`src/rtl/network_lock_sequencer.sv`:
```
// Bring-up and gain scheduler for the 2x2 NetworkRing ADPLL array.
// Ports: fpga_clk_i, reset_i (sync, active-high), start_i, stop_i,
//   error_i {22,21,12,11}; out node_enable_o, uni_dir_o, kp_o, ki_o,
//   state_o, locked_o, lock_lost_o, and lock_loss_cnt_o [7:0] when the
//   LOCK_STATS_EN macro is defined.
module network_lock_sequencer #(
    parameter int PDET_WIDTH     = 5,
    parameter int KP_WIDTH       = 5,
    parameter int KI_WIDTH       = 11,
    parameter int CNT_WIDTH      = 16,
    parameter int STAGE_CYCLES   = 256,
    parameter int LOCK_THRESH    = 2,
    parameter int LOCK_CYCLES    = 1024,
    parameter int LOSS_CYCLES    = 64,
    parameter int TIMEOUT_CYCLES = 60000,
    parameter int ACQ_KP         = 8,
    parameter int ACQ_KI         = 64,
    parameter int TRK_KP         = 2,
    parameter int TRK_KI         = 4
) (
    input  logic                    fpga_clk_i,
    input  logic                    reset_i,
    input  logic                    start_i,
    input  logic                    stop_i,
    input  logic [4*PDET_WIDTH-1:0] error_i,
    output logic [3:0]              node_enable_o,
    output logic                    uni_dir_o,
    output logic [KP_WIDTH-1:0]     kp_o,
    output logic [KI_WIDTH-1:0]     ki_o,
    output logic [2:0]              state_o,
    output logic                    locked_o,
    output logic                    lock_lost_o
`ifdef LOCK_STATS_EN
    ,
    output logic [7:0]              lock_loss_cnt_o
`endif
);

    typedef enum logic [2:0] {
        IDLE    = 3'd0,
        RAMP    = 3'd1,
        ACQUIRE = 3'd2,
        TRACK   = 3'd3,
        LOCKED  = 3'd4,
        FAULT   = 3'd5
    } state_t;

    localparam logic [KP_WIDTH-1:0] KP_ACQ = KP_WIDTH'(ACQ_KP);
    localparam logic [KI_WIDTH-1:0] KI_ACQ = KI_WIDTH'(ACQ_KI);
    localparam logic [KP_WIDTH-1:0] KP_TRK = KP_WIDTH'(TRK_KP);
    localparam logic [KI_WIDTH-1:0] KI_TRK = KI_WIDTH'(TRK_KI);

    localparam logic [CNT_WIDTH-1:0] STAGE_LAST = CNT_WIDTH'(STAGE_CYCLES - 1);
    localparam logic [CNT_WIDTH-1:0] LOCK_LAST  = CNT_WIDTH'(LOCK_CYCLES - 1);
    localparam logic [CNT_WIDTH-1:0] LOSS_LAST  = CNT_WIDTH'(LOSS_CYCLES - 1);
    localparam logic [CNT_WIDTH-1:0] TMO_LAST   = CNT_WIDTH'(TIMEOUT_CYCLES - 1);
    localparam logic [PDET_WIDTH-1:0] THRESH    = PDET_WIDTH'(LOCK_THRESH);

    state_t                 state_q, state_d;
    logic [3:0]             en_q, en_d;
    logic                   uni_q, uni_d;
    logic [KP_WIDTH-1:0]    kp_q, kp_d;
    logic [KI_WIDTH-1:0]    ki_q, ki_d;
    logic                   locked_q, locked_d;
    logic                   lost_q, lost_d;
    logic [CNT_WIDTH-1:0]   stage_q, stage_d;
    logic [CNT_WIDTH-1:0]   lock_q, lock_d;
    logic [CNT_WIDTH-1:0]   loss_q, loss_d;
    logic [CNT_WIDTH-1:0]   tmo_q, tmo_d;
    logic [3:0]             node_ok;
    logic                   in_band;

    // Magnitude of a signed error; the most-negative code has no positive
    // twin, so it is clamped to the largest positive value.
    function automatic logic [PDET_WIDTH-1:0] abs_sat(
        input logic [PDET_WIDTH-1:0] x
    );
        if (x == {1'b1, {(PDET_WIDTH-1){1'b0}}})
            return {1'b0, {(PDET_WIDTH-1){1'b1}}};
        else if (x[PDET_WIDTH-1])
            return ~x + 1'b1;
        else
            return x;
    endfunction

    function automatic logic [CNT_WIDTH-1:0] sat_inc(
        input logic [CNT_WIDTH-1:0] x
    );
        return (x == {CNT_WIDTH{1'b1}}) ? x : x + 1'b1;
    endfunction

    // A disabled node never blocks lock.
    for (genvar n = 0; n < 4; n++) begin : g_band
        assign node_ok[n] = !en_q[n] ||
            (abs_sat(error_i[n*PDET_WIDTH +: PDET_WIDTH]) <= THRESH);
    end
    assign in_band = &node_ok;

    always_comb begin
        state_d  = state_q;
        en_d     = en_q;
        uni_d    = uni_q;
        kp_d     = kp_q;
        ki_d     = ki_q;
        locked_d = 1'b0;
        lost_d   = 1'b0;
        stage_d  = stage_q;
        lock_d   = lock_q;
        loss_d   = loss_q;
        tmo_d    = tmo_q;
        if (stop_i) begin
            state_d = IDLE;
            en_d    = 4'b0000;
            uni_d   = 1'b1;
            kp_d    = KP_ACQ;
            ki_d    = KI_ACQ;
            stage_d = '0;
            lock_d  = '0;
            loss_d  = '0;
            tmo_d   = '0;
        end else begin
            unique case (state_q)
                IDLE: begin
                    en_d = 4'b0000;
                    if (start_i) begin
                        state_d = RAMP;
                        en_d    = 4'b0001;
                        stage_d = '0;
                    end
                end
                RAMP: begin
                    if (stage_q == STAGE_LAST) begin
                        stage_d = '0;
                        if (en_q == 4'b1111) begin
                            state_d = ACQUIRE;
                            lock_d  = '0;
                            tmo_d   = '0;
                        end else begin
                            en_d = {en_q[2:0], 1'b1};
                        end
                    end else begin
                        stage_d = sat_inc(stage_q);
                    end
                end
                ACQUIRE, TRACK: begin
                    if (tmo_q == TMO_LAST) begin
                        state_d = FAULT;
                    end else begin
                        tmo_d = sat_inc(tmo_q);
                        if (!in_band) begin
                            lock_d = '0;
                        end else if (lock_q != LOCK_LAST) begin
                            lock_d = sat_inc(lock_q);
                        end else if (state_q == ACQUIRE) begin
                            state_d = TRACK;
                            lock_d  = '0;
                            uni_d   = 1'b0;
                            kp_d    = KP_TRK;
                            ki_d    = KI_TRK;
                        end else begin
                            state_d  = LOCKED;
                            lock_d   = '0;
                            loss_d   = '0;
                            locked_d = 1'b1;
                        end
                    end
                end
                LOCKED: begin
                    locked_d = 1'b1;
                    if (in_band) begin
                        loss_d = '0;
                    end else if (loss_q != LOSS_LAST) begin
                        loss_d = sat_inc(loss_q);
                    end else begin
                        state_d  = ACQUIRE;
                        locked_d = 1'b0;
                        lost_d   = 1'b1;
                        uni_d    = 1'b1;
                        kp_d     = KP_ACQ;
                        ki_d     = KI_ACQ;
                        loss_d   = '0;
                        lock_d   = '0;
                        tmo_d    = '0;
                    end
                end
                FAULT: begin
                end
                default: begin
                    state_d = IDLE;
                    en_d    = 4'b0000;
                end
            endcase
        end
    end

    always_ff @(posedge fpga_clk_i) begin
        if (reset_i) begin
            state_q  <= IDLE;
            en_q     <= 4'b0000;
            uni_q    <= 1'b1;
            kp_q     <= KP_ACQ;
            ki_q     <= KI_ACQ;
            locked_q <= 1'b0;
            lost_q   <= 1'b0;
            stage_q  <= '0;
            lock_q   <= '0;
            loss_q   <= '0;
            tmo_q    <= '0;
        end else begin
            state_q  <= state_d;
            en_q     <= en_d;
            uni_q    <= uni_d;
            kp_q     <= kp_d;
            ki_q     <= ki_d;
            locked_q <= locked_d;
            lost_q   <= lost_d;
            stage_q  <= stage_d;
            lock_q   <= lock_d;
            loss_q   <= loss_d;
            tmo_q    <= tmo_d;
        end
    end

`ifdef LOCK_STATS_EN
    logic [7:0] stats_q;

    // Survives stop_i so loss history outlives a manual restart.
    always_ff @(posedge fpga_clk_i) begin
        if (reset_i)
            stats_q <= 8'd0;
        else if (lost_q && stats_q != 8'hFF)
            stats_q <= stats_q + 8'd1;
    end

    assign lock_loss_cnt_o = stats_q;
`endif

    assign state_o       = state_q;
    assign node_enable_o = en_q;
    assign uni_dir_o     = uni_q;
    assign kp_o          = kp_q;
    assign ki_o          = ki_q;
    assign locked_o      = locked_q;
    assign lock_lost_o   = lost_q;

endmodule
```
`config.mk`:
```
export PLATFORM = sky130hd
export DESIGN_NAME = network_lock_sequencer
export DESIGN_NICKNAME = d
export VERILOG_FILES = /design/src/rtl/network_lock_sequencer.sv
export SDC_FILE = /design/constraint.sdc
export NUM_CORES = 1
export LEC_CHECK = 0
export ABC_AREA = 1
export BUFFER_PORTS_ARGS = -buffer_cell sky130_fd_sc_hd__buf_2
export CAP_MARGIN = 40
export CORE_UTILIZATION = 40
export CTS_BUF_LIST = sky130_fd_sc_hd__clkbuf_16
export DETAILED_ROUTE_END_ITERATION = 6
export PLACE_DENSITY_LB_ADDON = 0.3
export RECOVER_POWER = 25
export SETUP_SLACK_MARGIN = 0.2
export SYNTH_ARGS = -nofsm -noshare
export SYNTH_HDL_FRONTEND = slang
export SYNTH_SLANG_ARGS = --single-unit
```
`constraint.sdc`:
```
create_clock -name fpga_clk_i -period 6.15 [get_ports fpga_clk_i]
set_clock_uncertainty 0.1 [all_clocks]
set_input_delay 1.23 -clock fpga_clk_i [delete_from_list [all_inputs] [get_ports fpga_clk_i]]
set_output_delay 1.23 -clock fpga_clk_i [all_outputs]
set_load 0.03 [all_outputs]
```
======== After elaboration in Yosys (flattened, before gate mapping) ========
Index checks and enable logic that the tools add are counted.
operators by class
  eq/ne operators ......................... 35
  $lt $le $gt $ge ......................... 4
  multiplexer cells ....................... 75
  multipliers ............................. 0
  shifts and indexed selects .............. 0
  add/subtract/negate cells ............... 8
  div/mod/pow operators ................... 0
  bitwise logic cells ..................... 7
  reduce and logical (&&, ||, !) cells .... 24
operators with widths
  operator                                                 number
  two-way mux 16 bit                                       20
  case mux 16 bit (3 select lines)                         2
  equality test 16 bit, second input constant              5
  two-way mux 5 bit                                        14
  two-way mux 11 bit                                       6
  adder 16 x 1 -> 16 bit, second input constant            4
  case mux 16 bit (2 select lines)                         2
  two-way mux 3 bit                                        9
  inequality test 2 bit, second input constant             12
  case mux 11 bit (2 select lines)                         1
  AND reduction 7 bit                                      3
  adder 5 x 1 -> 5 bit, second input constant              4
  equality test 5 bit, second input constant               4
  <= comparator 5 x 2 -> 1 bit, second input constant      4
  NOT 5 bit                                                4
  equality test 16 x 8 -> 1 bit, second input constant     1
  inequality test 16 x 10 -> 1 bit, second input constant  1
  inequality test 16 x 6 -> 1 bit, second input constant   1
  case mux 3 bit (5 select lines)                          1
  two-way mux 1 bit                                        14
  case mux 4 bit (3 select lines)                          1
  case mux 5 bit (2 select lines)                          1
  inequality test 3 bit, second input constant             3
  two-way mux 4 bit                                        2
  18 further kinds                                         34
word-level totals
  memory bits (read-only) ................. 0
  bits in writable memories ............... 0
  logic and storage cells ................. 164
  register bits ........................... 90
  input bits .............................. 24
  output and inout bits ................... 26
  memories ................................ 0
  bits in latches ......................... 0

======== Depth between registers and ports, before layout ========
  depth after elaboration ................. 10
  mapped depth ............................ 18
  depth with buffers taken out ............ 17

======== Least setup slack after synthesis ========
Ideal clock, no wire load.
  path type ............................... input to register
  from .................................... input error_i[10]
  to ...................................... register loss_q[9]
  path buffers ............................ 1
  data arrival time ....................... 2.782 ns
  stages .................................. 15
  library setup time ...................... 0.142 ns
  data required time ...................... 5.908 ns
  setup slack ............................. 3.126 ns
  path through ............................ inv_1 ha_1 nand2_1 nand3b_1 nand2_1 nand2_1 nand2_1 nand2_1 nor2_4 clkinv_1 nand4_4 nand2_4 buf_12 nand2_2 a21oi_2
on the way
  cells in the longest elaborated chain, start to end .. 9
  elaborated cells on any way between the ends .. 13
  classes of those cells .................. add/sub: 1; order compare: 1; eq/ne: 3; mux: 4; bitwise: 1; reduce/logical: 3
RTL lines
  what                                                                                      line  RTL
  start, declared                                                                           25    input logic [4*PDET_WIDTH-1:0] error_i,
  NOT 5 bit                                                                                 81    return ~x + 1'b1;
  adder 5 x 1 -> 5 bit                                                                      81
  two-way mux 5 bit                                                                         80    else if (x[PDET_WIDTH-1])
  two-way mux 5 bit *                                                                       78    if (x == {1'b1, {(PDET_WIDTH-1){1'b0}}})
  <= comparator 5 x 2 -> 1 bit *                                                            95    (abs_sat(error_i[n*PDET_WIDTH +: PDET_WIDTH]) <= THRESH);
  logical OR 1 bit *                                                                        94    assign node_ok[n] = !en_q[n] ||
  AND reduction 4 bit *                                                                     97    assign in_band = &node_ok;
  inequality test 4 bit (no source line) (tied with other cells)                            --
  AND reduction 6 bit (no source line) or case mux 16 bit (2 select lines) (tied branches)  --
  end signal, assigned                                                                      219   loss_q <= loss_d;
  end, declared                                                                             68    logic [CNT_WIDTH-1:0] loss_q, loss_d;
Every way passes the cells marked *; elsewhere a longest branch is shown, timed or not.
A chain may end at the register's enable or synchronous reset.

======== Worst setup path after layout ========
  from .................................... input reset_i
  to ...................................... register lost_q (netlist: lock_lost_o)
on the way
  cells in the longest elaborated chain, start to end .. 1
RTL lines
  what                                 line  RTL
  start, declared                      22    input logic reset_i,
  OR reduction 4 bit (no source line)  --
  end signal, assigned                 216   lost_q <= lost_d;
  end, declared                        65    logic lost_q, lost_d;
Every way passes these cells.

==> results by group <==
Status
  – Run status: finished, violations left
  – Failing checks: max-capacitance violations, max-slew violations

Power
  – Leak: 2.18 nW
  – Clock power share: 36.6%
  – Peak VDD IR: 156 uV
  – Pwr Total: 1.54 mW
  – Combinational power share: 28.2%
  – Power Dens Cells: 265 nW/um^2
  – Internal power: 0.982 mW
  – Switching power share of the total: 36.3%
  – Net switching power: between 0.5 and 0.6 mW
  – Flop pwr share: 35.3%

Global route
  – Initial antenna violation count: 0
  – First-pass GRT wire length: 21,100 um
  – Remaining Overflow, GRT: 0
  – Tot GR Track Use: ~19%
  – Number of global-route vias before repair: 4,606
  – Largest net degree at the start of global routing: 28

Clocking
  – Worst-skew pair later-pin latency: 0.34 ns
  – Postcts setup bufs: 0
  – Clk root buf: clkbuf_16
  – H-tree levels: 3
  – Total CTS buffers: 9
  – Clock transition at the registers of the reported paths: 0.06 ns
  – CTS Hold Bufs: 0
  – CTS tree: done
  – Clock tree buffer depth: 2
  – Clk sink count: 75
  – Post-CTS resize count: 0

Layout
  – Antenna diodes: 0
  – Share of layout cells above drive strength 1: 12.0%
  – Area grow syn2layout: 9.55%
  – Core Util, Final: 45.5%
  – Nets: 892
  – Design area: 5820 sq um

STA
  – Max-slew violations: 27
  – Fmax achieved: 235 MHz
  – Slew @ Worst Pin: 1.55 ns
  – RSZ-0062 raised after global routing: no
  – Slew Limit Headroom: -3.50%
  – Post-route setup TNS: 0 ns
  – Minimum clock period: approximately 4.3 ns
  – Crit share post-route: about 70%
  – Number of setup violations in the final report: 0
  – Final hold vios: 0

Setup path
  – R2R setup slack: 3.29 ns
  – Worst Setup EP: lock_lost_o
  – Max FO, Critical Path: 27
  – CP peak stage delay: 0.90 ns
  – Critical path, cell by cell: buf_2 > nor2_2 > clkbuf_1 > clkinv_1 > clkbuf_1 > nor3_1
  – Arrival time at the worst endpoint: 4.38 ns
  – Worst Setup Start Kind: primary input
  – RR Endpoint: tmo_q[8]
  – Crit Path Category: primary input to flip-flop
  – CP Depth: 6
  – Most frequent CP cell: clkbuf_1
  – Buffers plus inverters on the worst setup path: 4
  – CP endpoint kind: flip-flop
  – Worst EP required: 6.28 ns
  – Worst setup path startpoint: reset_i
  – Worst Reg-to-Reg Cells: 9
  – Origin of the critical flop-to-flop path: state_o[0]
  – Top delay family on crit path: buffers and inverters
  – Critical-path top delay cell: clkbuf_1

Place
  – I/O Buffers: 37
  – DP Area: 5540 sq um
  – DP Wirelength: around 9000 um
  – Routability cong.: 0.886

Routing
  – DR vias: 5,232
  – DR iter-0 viols: 224
  – Pre-Repair DR Iteration Count: 7
  – WL/cell: 12.1 um
  – Detail Route Antenna Nets: 0
  – Final WL: about 13,000 um
  – Post-DR vias/cell: 5.05
  – DRC Markers: 0

Logic synthesis
  – Post-synth ARST share: 0%
  – Cell Area, Synth: 5310 sq um
  – Post-Synthesis Cells: 834
  – Post-synth EDFFs: 0
  – Sequential-to-total area share from yosys stat: 28.3%
  – Synth Register Bits: 75
  – Synth warnings: 0
  – Ys flop type: dfxtp_1
  – Post-synthesis cell type count: 45
  – Avg Cell Area, Syn: 6.37 sq um

Worst hold path
  – Hold Crit Class: flip-flop to flip-flop

Flow run
  – Max cap viols: 1

Die
  – Die Span X: around 120 um
  – Die Y: 117 um
  – Row count: 41
  – Die ar.: 13,700 sq um
  – Core box area: 12,800 sq um
  – I/O Pins: 50
  – Starting density of the core: about two fifths
## cells in the final DEF, fill, tap and decap left out, types with 10 or more instances in the layout
cell and instances:
nand2_1 198, nor2_1 110, nand3_1 96, inv_1 77
dfxtp_1 75, a21oi_1 40, nor3_1 32, nand4_1 27
buf_2 23, xor2_1 18, clkbuf_1 17, nand2_2 16
conb_1 12, nand3b_1 10, a21oi_2 10, o21ai_0 10
## flip-flops by register name (all words and copies together), names as in the netlist
register       cells
ki_o               1
lock_lost_o        1
lock_q            16
locked_o           1
loss_q            16
node_enable_o      4
stage_q           16
state_o            3
tmo_q             16
uni_dir_o          1
## final cells by class
type	count	area, sq um
inverters	90	338
well taps	172	215
multi-input cells	643	3270
clock inverters	7	83.8
fillers	1348	6960
clock buffers	9	225
repair buffers	41	186
flip-flops and latches	75	1500
## metrics by stage
step | worst slack, ns | hold slack (ns) | instances
after floorplan | 3.13 | 0.354 | 845
after global placement | 2.44 | 0.375 | 1020
after detailed placement | 2.42 | 0.386 | 1021
after CTS | 2.79 | 0.397 | 1037
after global routing | 1.62 | 0.407 | 1037
final | 1.90 | 0.395 | 1037
## Yosys cell counts, types with 9 or more instances
library cell,n,share of area [%]
a21oi_1,40,3.8
a21oi_2,10,1.6
buf_4,19,2.7
clkbuf_1,9,0.64
dfxtp_1,75,28
inv_1,76,5.4
inv_2,9,0.64
nand2_1,198,14
nand2_2,16,1.9
nand3_1,96,9.1
nand3b_1,10,1.4
nand4_1,27,3.2
nor2_1,111,7.8
nor3_1,32,3.0
o21ai_0,10,0.94
xor2_1,18,3.0
## kinds of logic (layout without fill, tap and decap cells)
family	after synthesis	in the layout	share of synthesized area, %
and+or+nand+nor	529	529	47.1
buffers and inverters	127	147	11.0
DFF	75	75	28.3
AOI/OAI and AO/OA	71	71	7.87
xor gates and xnor gates	23	23	3.79
adders and majority gates	8	8	1.89
other	1	12	0.0706
## worst register-to-register path, delay by kind of cell, from the launching register on
| family | cells | cell delay (ns) |
|---|---|---|
| AO/OA/AOI/OAI | 1 | 0.06 |
| buffers and inverters | 3 | 0.74 |
| flip-flops | 1 | 0.50 |
| AND/OR/NAND/NOR | 5 | 1.32 |
## power groups by stage
stage	sequential, mW	clock, mW	combinational [mW]
after CTS	0.542	0.576	0.438
after detailed placement	0.553	0	0.437
after global placement	0.553	0	0.436
after floorplan	0.557	0	0.369
final	0.544	0.564	0.434
after global routing	0.548	0.596	0.493
## worst min-delay path by stage
| stage | from | to | slack, ns | cells after the start |
|---|---|---|---|---|
| finish | loss_q[10] | loss_q[10] | 0.40 | 2 |
| floorplan | loss_q[15] | loss_q[15] | 0.35 | 2 |
| global route | loss_q[10] | loss_q[10] | 0.41 | 2 |
| global placement | loss_q[15] | loss_q[15] | 0.37 | 2 |
| detailed placement | uni_dir_o | uni_dir_o | 0.39 | 2 |
| CTS | loss_q[10] | loss_q[10] | 0.40 | 2 |
## routing by layer
| metal | track usage (%) | part of all wire (%) |
|---|---|---|
| met3 | 3.45 | 5.1 |
| met5 | 0 | 0 |
| met1 | 26.5 | 50 |
| met2 | 30.8 | 43 |
| met4 | 7.09 | 1.7 |
No activity file was read; power rests on OpenSTA's default activity.
